## config.mk

```make
export PLATFORM = sky130hd
export DESIGN_NAME = approx_prod_accum
export DESIGN_NICKNAME = d
export VERILOG_FILES = /design/src/rtl/approx_accum_pkg.sv /design/src/rtl/sat_add_u.sv /design/src/rtl/approx_prod_accum.sv
export SDC_FILE = /design/constraint.sdc
export NUM_CORES = 1
export LEC_CHECK = 0
export CAP_MARGIN = 25
export CORE_ASPECT_RATIO = 1.75
export CORE_MARGIN = 4
export CORE_UTILIZATION = 40
export DETAILED_ROUTE_END_ITERATION = 10
export GPL_TIMING_DRIVEN = 0
export PLACE_DENSITY = 0.68
export SLEW_MARGIN = 5
export SYNTH_ARGS = -nofsm -noshare
export SYNTH_HDL_FRONTEND = slang
export SYNTH_HIERARCHICAL = 1
export SYNTH_SLANG_ARGS = --single-unit
```

## constraint.sdc

```tcl
create_clock -name i_clk -period 6.2 [get_ports i_clk]
set_input_delay 1.55 -clock i_clk [delete_from_list [all_inputs] [get_ports i_clk]]
set_output_delay 1.55 -clock i_clk [all_outputs]
set_load 0.01 [all_outputs]
```

## src/rtl/approx_accum_pkg.sv

```systemverilog
// Shared types and default widths for the approximate-product accumulator.
// Also provides the saturation ceiling helper for the adder.
package approx_accum_pkg;

  typedef enum logic [1:0] {
    IDLE  = 2'd0,
    ACCUM = 2'd1,
    DONE  = 2'd2
  } state_t;

  localparam int PROD_W_DEF = 16;
  localparam int ACC_W_DEF  = 24;
  localparam int CNT_W_DEF  = 8;

  // Largest unsigned value representable in w bits (w <= 63).
  function automatic logic [63:0] sat_max(input int w);
    return (64'd1 << w) - 64'd1;
  endfunction

endpackage

```

## src/rtl/sat_add_u.sv

```systemverilog
// Combinational unsigned saturating adder: acc + zero-extended product,
// clamped to all ones when the true sum does not fit in ACC_W bits.
module sat_add_u
  import approx_accum_pkg::*;
#(
  parameter int ACC_W  = ACC_W_DEF,
  parameter int PROD_W = PROD_W_DEF
) (
  input  logic [ACC_W-1:0]  i_a,
  input  logic [PROD_W-1:0] i_b,
  output logic [ACC_W-1:0]  o_sum,
  output logic              o_sat
);

  localparam logic [ACC_W-1:0] SAT_MAX = ACC_W'(sat_max(ACC_W));

  logic [ACC_W:0] w_full;

  // One guard bit is enough: the carry out means the sum overflowed.
  assign w_full = {1'b0, i_a} + {{(ACC_W + 1 - PROD_W){1'b0}}, i_b};
  assign o_sat  = w_full[ACC_W];
  assign o_sum  = o_sat ? SAT_MAX : w_full[ACC_W-1:0];

endmodule

```

## src/rtl/approx_prod_accum.sv

```systemverilog
// Registered back-end for the approximate multiplier: accumulates a programmed
// number of products into a saturating sum and hands it off over valid/ready.
module approx_prod_accum
  import approx_accum_pkg::*;
#(
  parameter int PROD_W = PROD_W_DEF,
  parameter int ACC_W  = ACC_W_DEF,
  parameter int CNT_W  = CNT_W_DEF
) (
  input  logic              i_clk,
  input  logic              i_rst,
  input  logic              i_start,
  input  logic [CNT_W-1:0]  i_len,
  input  logic              i_in_valid,
  output logic              o_in_ready,
  input  logic [PROD_W-1:0] i_in_prod,
  output logic              o_out_valid,
  input  logic              i_out_ready,
  output logic [ACC_W-1:0]  o_out_acc,
  output logic [CNT_W-1:0]  o_out_cnt,
  output logic              o_out_ovf,
  output logic              o_busy
);

  state_t             r_state, w_next;
  logic [ACC_W-1:0]   r_acc, w_sum;
  logic [CNT_W-1:0]   r_cnt, r_rem;
  logic               r_ovf, w_sat, w_beat;

  assign w_beat = i_in_valid && (r_state == ACCUM);

  sat_add_u #(.ACC_W(ACC_W), .PROD_W(PROD_W)) u_add (
    .i_a   (r_acc),
    .i_b   (i_in_prod),
    .o_sum (w_sum),
    .o_sat (w_sat)
  );

  always_ff @(posedge i_clk) begin
    if (i_rst) r_state <= IDLE;
    else       r_state <= w_next;
  end

  always_comb begin
    w_next = r_state;
    case (r_state)
      IDLE:    if (i_start) w_next = (i_len == '0) ? DONE : ACCUM;
      ACCUM:   if (w_beat && r_rem == CNT_W'(1)) w_next = DONE;
      DONE:    if (i_out_ready) w_next = IDLE;
      default: w_next = IDLE;
    endcase
  end

  always_comb begin
    o_in_ready  = (r_state == ACCUM);
    o_out_valid = (r_state == DONE);
    o_busy      = (r_state != IDLE);
  end

  // Result registers only move on start or on an accepted beat, so they hold in DONE.
  always_ff @(posedge i_clk) begin
    if (i_rst) begin
      r_acc <= '0;
      r_cnt <= '0;
      r_rem <= '0;
      r_ovf <= 1'b0;
    end else if (r_state == IDLE && i_start) begin
      r_acc <= '0;
      r_cnt <= '0;
      r_rem <= i_len;
      r_ovf <= 1'b0;
    end else if (w_beat) begin
      r_acc <= w_sum;
      r_cnt <= r_cnt + CNT_W'(1);
      r_rem <= r_rem - CNT_W'(1);
      r_ovf <= r_ovf | w_sat;
    end
  end

  assign o_out_acc = r_acc;
  assign o_out_cnt = r_cnt;
  assign o_out_ovf = r_ovf;

endmodule

```

---- Yosys cells after proc, flatten, opt, wreduce, memory -nomap -nowiden ----
Index checks and enable logic that the tools add are counted.
operators by class
  bitwise gates (word level) .............. 1
  reduce and logical (&&, ||, !) cells .... 9
  equality and inequality tests ........... 6
  $add $sub $neg .......................... 3
  multiplexer cells ....................... 8
operator list
  cell                 count
  $add 24x16->25       1
  $mux 24              1
  $mux 8               2
  $add 8x1->8 const B  1
  $eq 8x1->1 const B   1
  $logic_not 8->1      1
  $mux 2               4
  $sub 8x1->8 const B  1
  $pmux 2 s3           1
  $ne 2x1->1 const B   2
  $reduce_bool 2->1    2
  $logic_and 1x1->1    3
  $reduce_and 3->1     1
  $eq 2x1->1 const B   1
  $eq 2x2->1 const B   1
  $logic_not 2->1      1
  $ne 2x2->1 const B   1
  $reduce_or 2->1      1
  $or 1x1->1           1
storage, ports and cells
  output and inout bits ................... 36
  bits of input ports ..................... 29
  logic and storage cells ................. 32
  register bits ........................... 43

---- Logic depth before layout (Yosys ltp) ----
  depth after elaboration ................. 5
  gate-level depth with buffers ........... 11
  mapped depth without buffers ............ 10

---- Modules after synthesis ----
Netlist, hierarchy kept.
by module, submodules not included
  module             area each (um^2)  times used  cells each
  approx_prod_accum  1760.4            1           223
  sat_add_u          1196.1            1           175

---- Worst setup path before layout ----
OpenSTA, ideal clock, no wires.
  path type ............................... in2reg
  start point ............................. input port i_in_prod[0]
  end point ............................... register r_acc[20] (netlist: o_out_acc[20])
  buffers on the path ..................... 0
  required time ........................... 6.068 ns
  cell stages on the path ................. 10
  setup time .............................. 0.132 ns
  data arrival time ....................... 3.416 ns
  slack ................................... 2.652 ns
  cells stage by stage .................... ha_1 fa_1 nand3_1 a211oi_2 o21ai_2 a31oi_4 o2111ai_2 mux2_4 nand2_1 a21oi_1
on the way
  cells in the longest elaborated chain, start to end .. 2
ends and longest elaborated chain
  element               RTL line                 source
  start, declared       approx_prod_accum.sv:16  input logic [PROD_W-1:0] i_in_prod,
  $add 24x16->25        sat_add_u.sv:20          assign w_full = {1'b0, i_a} + {{(ACC_W + 1 - PROD_W){1'b0}}, i_b};
  $mux 24               sat_add_u.sv:22          assign o_sum = o_sat ? SAT_MAX : w_full[ACC_W-1:0];
  via w_sum[20]         approx_prod_accum.sv:26  logic [ACC_W-1:0] r_acc, w_sum;
  end signal, assigned  approx_prod_accum.sv:73  r_acc <= w_sum;
  end, declared         approx_prod_accum.sv:26
The timed path passes the listed nets, and every way through them passes these cells.
A chain may end at the register's enable or synchronous reset.

---- Final worst setup path ----
  start point ............................. input port i_in_prod[0]
  end point ............................... register r_acc[15] (netlist: o_out_acc[15])
The elaborated chain is that of the path after synthesis.

==> flow_summary_export.csv <==
group,metric,value,unit
sta,postLayoutSetupSlackWorst,2.03,ns
synthesis,synth-seq-cells,43,
sta,slew_headroom,57.2,%
worst_hold_path,hp-class,"flip-flop to flip-flop",
setup_path,reg2reg_from,"o_out_acc[0]",
sta,max_slew.worst_pin.slew,0.638,ns
setup_path,path_max_fanout,10,
setup_path,regToRegEndpoint,"o_out_acc[15]",
worst_hold_path,hold_start,"o_out_acc[10]",
global_route,grt_pass1_wl,13500,um
sta,holdWs,0.476,ns
worst_hold_path,whs_path_depth,2,
die,die_y,122,um
clock_tree,post_cts_resized,0,
setup_path,worstSetupPathType,"input pin to flip-flop",
clock_tree,clockRootBuffer,"clkbuf_16",
die,core_area,7180,um^2
die,row_count,41,
clock_tree,cts_hold_buf,0,
clock_tree,cts.sinks,43,
sta,finalClockSkew,0.00473,ns
global_route,grt_pass1_vias,3025,
synthesis,netlist_instances,398,
setup_path,crit_buf_inv,2,
synthesis,synth_top_area_share,29.1,%
route,drt-wirelength-per-cell,14.8,um
status,status,"completed",
die,dieArea,8890,um^2
synthesis,syn-num-nets,447,
die,die_width,73.0,um
setup_path,arrival,4.32,ns
sta,max_freq,0.240,GHz
die,initial_core_util,41.2,%
setup_path,cpMaxStageDelayCell,"clkdlybuf4s50_1",
placement,port-buffer-count,64,
power_and_ir_drop,p_leak,1.39,nW
sta,rsz0062_at_grt,"false",
global_route,track_usage,19.1,%
layout,drive_above_1_share,3.85,%
sta,slew_viol_final,0,
layout,nets,518,
setup_path,max_stage_delay,0.44,ns
setup_path,worst-r2r-setup-slack,3.40,ns
layout,antenna_cells,0,
setup_path,endpoint_kind,"flip-flop",
clock_tree,htree_levels,2,
die,io_pins,65,
sta,min_period,4.17,ns
clock_tree,clk_path_buf_depth,2,
synthesis,syn_avg_cell_area,7.43,um^2
synthesis,synthesis.area,2960,um^2
route,drt_first_pass_iters,4,
layout,final_util,53.4,%
synthesis,yosysSeqAreaShare,29.1,%
sta,hold_violations,0,
global_route,grt_max_degree,13,
job,maxCapViolCount,0,
power_and_ir_drop,peakVddDrop,0.000131,V
setup_path,crit_chain,"clkdlybuf4s50_1, ha_1, fa_1, nand3_1, a211oi_2, o21ai_2, a31oi_4, o21bai_2, buf_2, o21ai_0, nand2_1, a21oi_1",
sta,finalSetupViolations,0,
route,drt_iter0_drc,167,
route,wirelength,8200,um
worst_hold_path,hold-path-endpoint,"o_out_acc[10]",
synthesis,yosysTopAreaCell,"dfxtp_1",
clock_tree,numCtsBuffers,5,
route,drc,0,
setup_path,cp-start-kind,"input pin",
global_route,antenna_found_initial,0,
clock_tree,cts_tree,"done",
global_route,overflow,0,
placement,dpl.hpwl,6270,um
setup_path,reg2reg_depth,11,
placement,place_congestion,0.942,
clock_tree,clk_latency,0.29,ns
synthesis,async_reset_ff_share,0,%
power_and_ir_drop,p_total,0.000699,W
synthesis,synth.yosys.warnings,6,
route,vias_per_cell,5.61,
power_and_ir_drop,power_density,182,nW/um^2
placement,pre_cts_slack,1.73,ns
synthesis,ys_types,59,
synthesis,ys_top_cells_by_area,"dfxtp_1 (29%), nand2_1 (11%), a21oi_1 (8.8%), ha_1 (8.0%), xnor2_1 (3.6%)",
sta,tns,0,ns
setup_path,worst_ep_required_time,6.36,ns
route,num_vias,3106,
sta,min_period_over_period,67.2,%
clock_tree,path_clk_slew,0.06,ns
route,ant_nets,0,
layout,nFillCells,742,
clock_tree,cts_setup_buffers,0,
layout,area_growth,29.8,%
synthesis,synth_edf_count,0,
setup_path,path_delay_family,"compound AO/OA/AOI/OAI gates",
synthesis,synth_ff_type,"dfxtp_1",
[flip-flops by register name, indices dropped and copies added (netlist names)]
register,cells
o_out_acc,24
o_out_cnt,8
r_state,2
o_out_ovf,1
r_rem,8
[tightest hold or removal path: cells and delay by family, from the launching register on]
kind | cells | cell delay (ns)
flops | 1 | 0.32
compound gates | 1 | 0.05
simple gates | 1 | 0.05
[synthesized netlist by cell type (2+ instances only)]
cell type	number
buf_2	3
a31oi_1	6
and3_1	3
o21ai_0	12
ha_1	19
nor2b_1	4
a21o_1	3
nand4_1	8
nand3_1	7
o211ai_1	4
o21ai_1	2
nand2b_1	3
a211oi_1	4
buf_1	2
xnor2_1	12
a32oi_1	2
nor3_1	10
or3_1	3
dfxtp_1	43
clkbuf_1	13
inv_1	10
a221oi_1	2
o31a_1	3
nor4_1	4
nand2_1	87
nor2_1	25
nor3b_1	2
a21oi_1	52
xor2_1	8
and2_1	4
nand3b_1	2
or4_1	2
o21a_1	8
[worst max path at each step]
stage | to | slack (ns) | depth (start not counted) | startpoint
floorplan | o_out_acc[20] | 2.65 | 10 | i_in_prod[0]
global placement | o_out_acc[15] | 1.76 | 12 | i_in_prod[0]
detailed placement | o_out_acc[15] | 1.73 | 12 | i_in_prod[0]
CTS | o_out_acc[15] | 2.05 | 12 | i_in_prod[0]
global route | o_out_acc[15] | 1.84 | 12 | i_in_prod[0]
finish | o_out_acc[15] | 2.03 | 12 | i_in_prod[0]
[where the power goes]
group | switching [W] | leakage, nW | internal [W]
registers | 0.0000110 | 0.349 | 0.000286
clock network | 0.000106 | 0.0618 | 0.000145
logic | 0.0000837 | 0.975 | 0.0000667
[layer usage]
metal | part of all wire (%) | global-route usage (%) | wire [um]
met1 | 39 | 20.1 | 3230
met2 | 54 | 35.1 | 4440
met3 | 4.2 | 3.55 | 345
met4 | 2.2 | 9.01 | 181
met5 | 0 | 0 | 0
[layout make-up]
class | count | area, um^2 | area share, %
Buffer | 18 | 71.3 | 1.86
Clock buffer | 5 | 125 | 3.26
Clock inverter | 1 | 7.51 | 0.196
Inverter | 10 | 37.5 | 0.978
Multi-Input combinational cell | 327 | 1990 | 51.8
Sequential cell | 43 | 861 | 22.4
Tap cell | 86 | 108 | 2.80
Timing Repair Buffer | 64 | 641 | 16.7
[logic make-up (layout without fill, tap and decap cells)]
kind of cell	Yosys count	after routing	synth area share (%)
multiplexers	1	1	0.508
adder cells (fa/ha/maj)	20	20	8.72
AND/OR/NAND/NOR	167	167	25.5
flip-flops	43	43	29.1
XOR/XNOR	20	20	5.92
buffers and inverters	28	98	3.68
AO/OA/AOI/OAI	119	119	26.6
[per-stage QoR]
step | instance area [um^2] | std cells
after floorplan | 2960 | 398
after global routing | 3840 | 554
final | 3840 | 554
after global placement | 3700 | 548
after detailed placement | 3700 | 548
after CTS | 3840 | 554
[placed cells by master, fill, tap and decap left out, drive strengths merged, types with 3 or more instances in the layout]
| cell | instances |
|---|---|
| ha | 19 |
| nor3 | 10 |
| clkbuf | 18 |
| a211oi | 5 |
| dfxtp | 43 |
| and3 | 3 |
| o31a | 3 |
| o211ai | 4 |
| o21ai | 15 |
| and2 | 4 |
| a21o | 3 |
| nor4 | 4 |
| a31oi | 7 |
| nor2 | 25 |
| xor2 | 8 |
| buf | 5 |
| a21oi | 53 |
| nor2b | 4 |
| nand2 | 87 |
| clkdlybuf4s50 | 64 |
| nand3 | 7 |
| o21a | 8 |
| nand4 | 8 |
| or3 | 3 |
| xnor2 | 12 |
| inv | 10 |
| nand2b | 3 |
Note: power is estimated with default switching activity, not from simulation.
==> patch: new RTL, same settings <==
Change the package constant `ACC_W_DEF` from 24 to 28.
--- a/src/rtl/approx_accum_pkg.sv
+++ b/src/rtl/approx_accum_pkg.sv
@@ -10,5 +10,5 @@
 
   localparam int PROD_W_DEF = 16;
-  localparam int ACC_W_DEF  = 24;
+  localparam int ACC_W_DEF  = 28;
   localparam int CNT_W_DEF  = 8;
 
Ports: changed (resized o_out_acc); port bits go from 65 to 69. No check against the original RTL was run, so the function may have changed too.
==> patch against the original RTL <==
Routed wire length is 5.8% higher; maximum frequency fell by 1.2%; sequential power increased by 7.7%; setup slack worse by 0.050 ns; synthesized area up 9.1%; total power increased by 11%; critical path depth grew 1; critical path type unchanged; sequential cell count increased by 4; first-iteration DRC count down 26%; cell area increased by 9.2%.
==> patch: results <==
run_status:
  outcome: "completed"
finish:
  multiInputGateArea_um2: 2150
  num-multi-input-gates: 351
  nNonClkBuffers: 86
  largest_reg_flops: 28
  nFillCells: 779
  n_clock_buffer: 6
  nonClkBufAreaFrac_pct: 18.4
  final_cell_area_um2: 4190
  instances_no_fill: 594
  nNonClkInverters: 12
  drive_above_1_share_pct: 6.15
setup_path:
  worstPathArrival_ns: 4.40
  critPathCapture: "o_out_ovf$_SDFFE_PP0P_"
  r2r_cells: 12
place:
  place_ws_ns: 1.66
  dpl-instance-area_um2: 4020
  gp_congestion: 0.895
  place_inst: 586
  io_buffers: 68
route:
  wl_per_cell_um: 14.6
  drt_iter0_drc: 123
  viasPerCell: 5.54
sta:
  skew_ns: 0.00649
  holdWs_ns: 0.474
yosys:
  synthTopCellsByCount: "nand2_1 (97), a21oi_1 (51), dfxtp_1 (47)"
  avgSynthCellArea_um2: 7.53
  synth_xor_area_share_pct: 4.89
  synth.distinct_cells: 61
  synth_area_leaders: "dfxtp_1 (29%), nand2_1 (11%), a21oi_1 (7.9%)"
  synth_mux_area_share_pct: 1.75
  synth-compound-area-share_pct: 24.3
global_routing:
  grt_pass1_vias: 3109
  track_usage_pct: 18.4
  grt_start_max_net_pins: 15
floorplan:
  dieArea_um2: 9620
power:
  peakVddDrop_mv: 0.143
  leakage_uw: 0.00159
worst_hold_path:
  hold_start: "o_out_acc[9]$_SDFFE_PP0P_"
  holdPathEnd: "o_out_acc[9]$_SDFFE_PP0P_"
[patch: changes by cell type after synthesis, sizes merged, moves of 4 or more]
cell | before | now
clkbuf | 13 | 8
dfxtp | 43 | 47
a21o | 3 | 10
and4 | 0 | 4
xnor2 | 12 | 8
mux2 | 1 | 5
nand4 | 8 | 4
o21a | 8 | 3
buf | 5 | 10
nand3 | 7 | 15
nand2 | 87 | 97
a21boi | 1 | 7
a31oi | 7 | 3
[patch: report_power, final]
| part | switching [µW] | internal, µW | leakage [µW] | total (µW) |
|---|---|---|---|---|
| clock | 116 | 201 | 0.0000868 | 317 |
| sequential | 8.65 | 311 | 0.000381 | 320 |
| combinational | 74.5 | 64.9 | 0.00113 | 139 |
| total | 199 | 577 | 0.00159 | 776 |
[patch: per-layer routing]
metal / up-vias / share of wire [%] / global-route usage (%)
li1: 1678 / - / -
met1: 1525 / 39 / 19.3
met2: 76 / 56 / 34.2
met3: 13 / 3.4 / 2.85
met4: 0 / 2.2 / 7.83
met5: - / 0 / 0
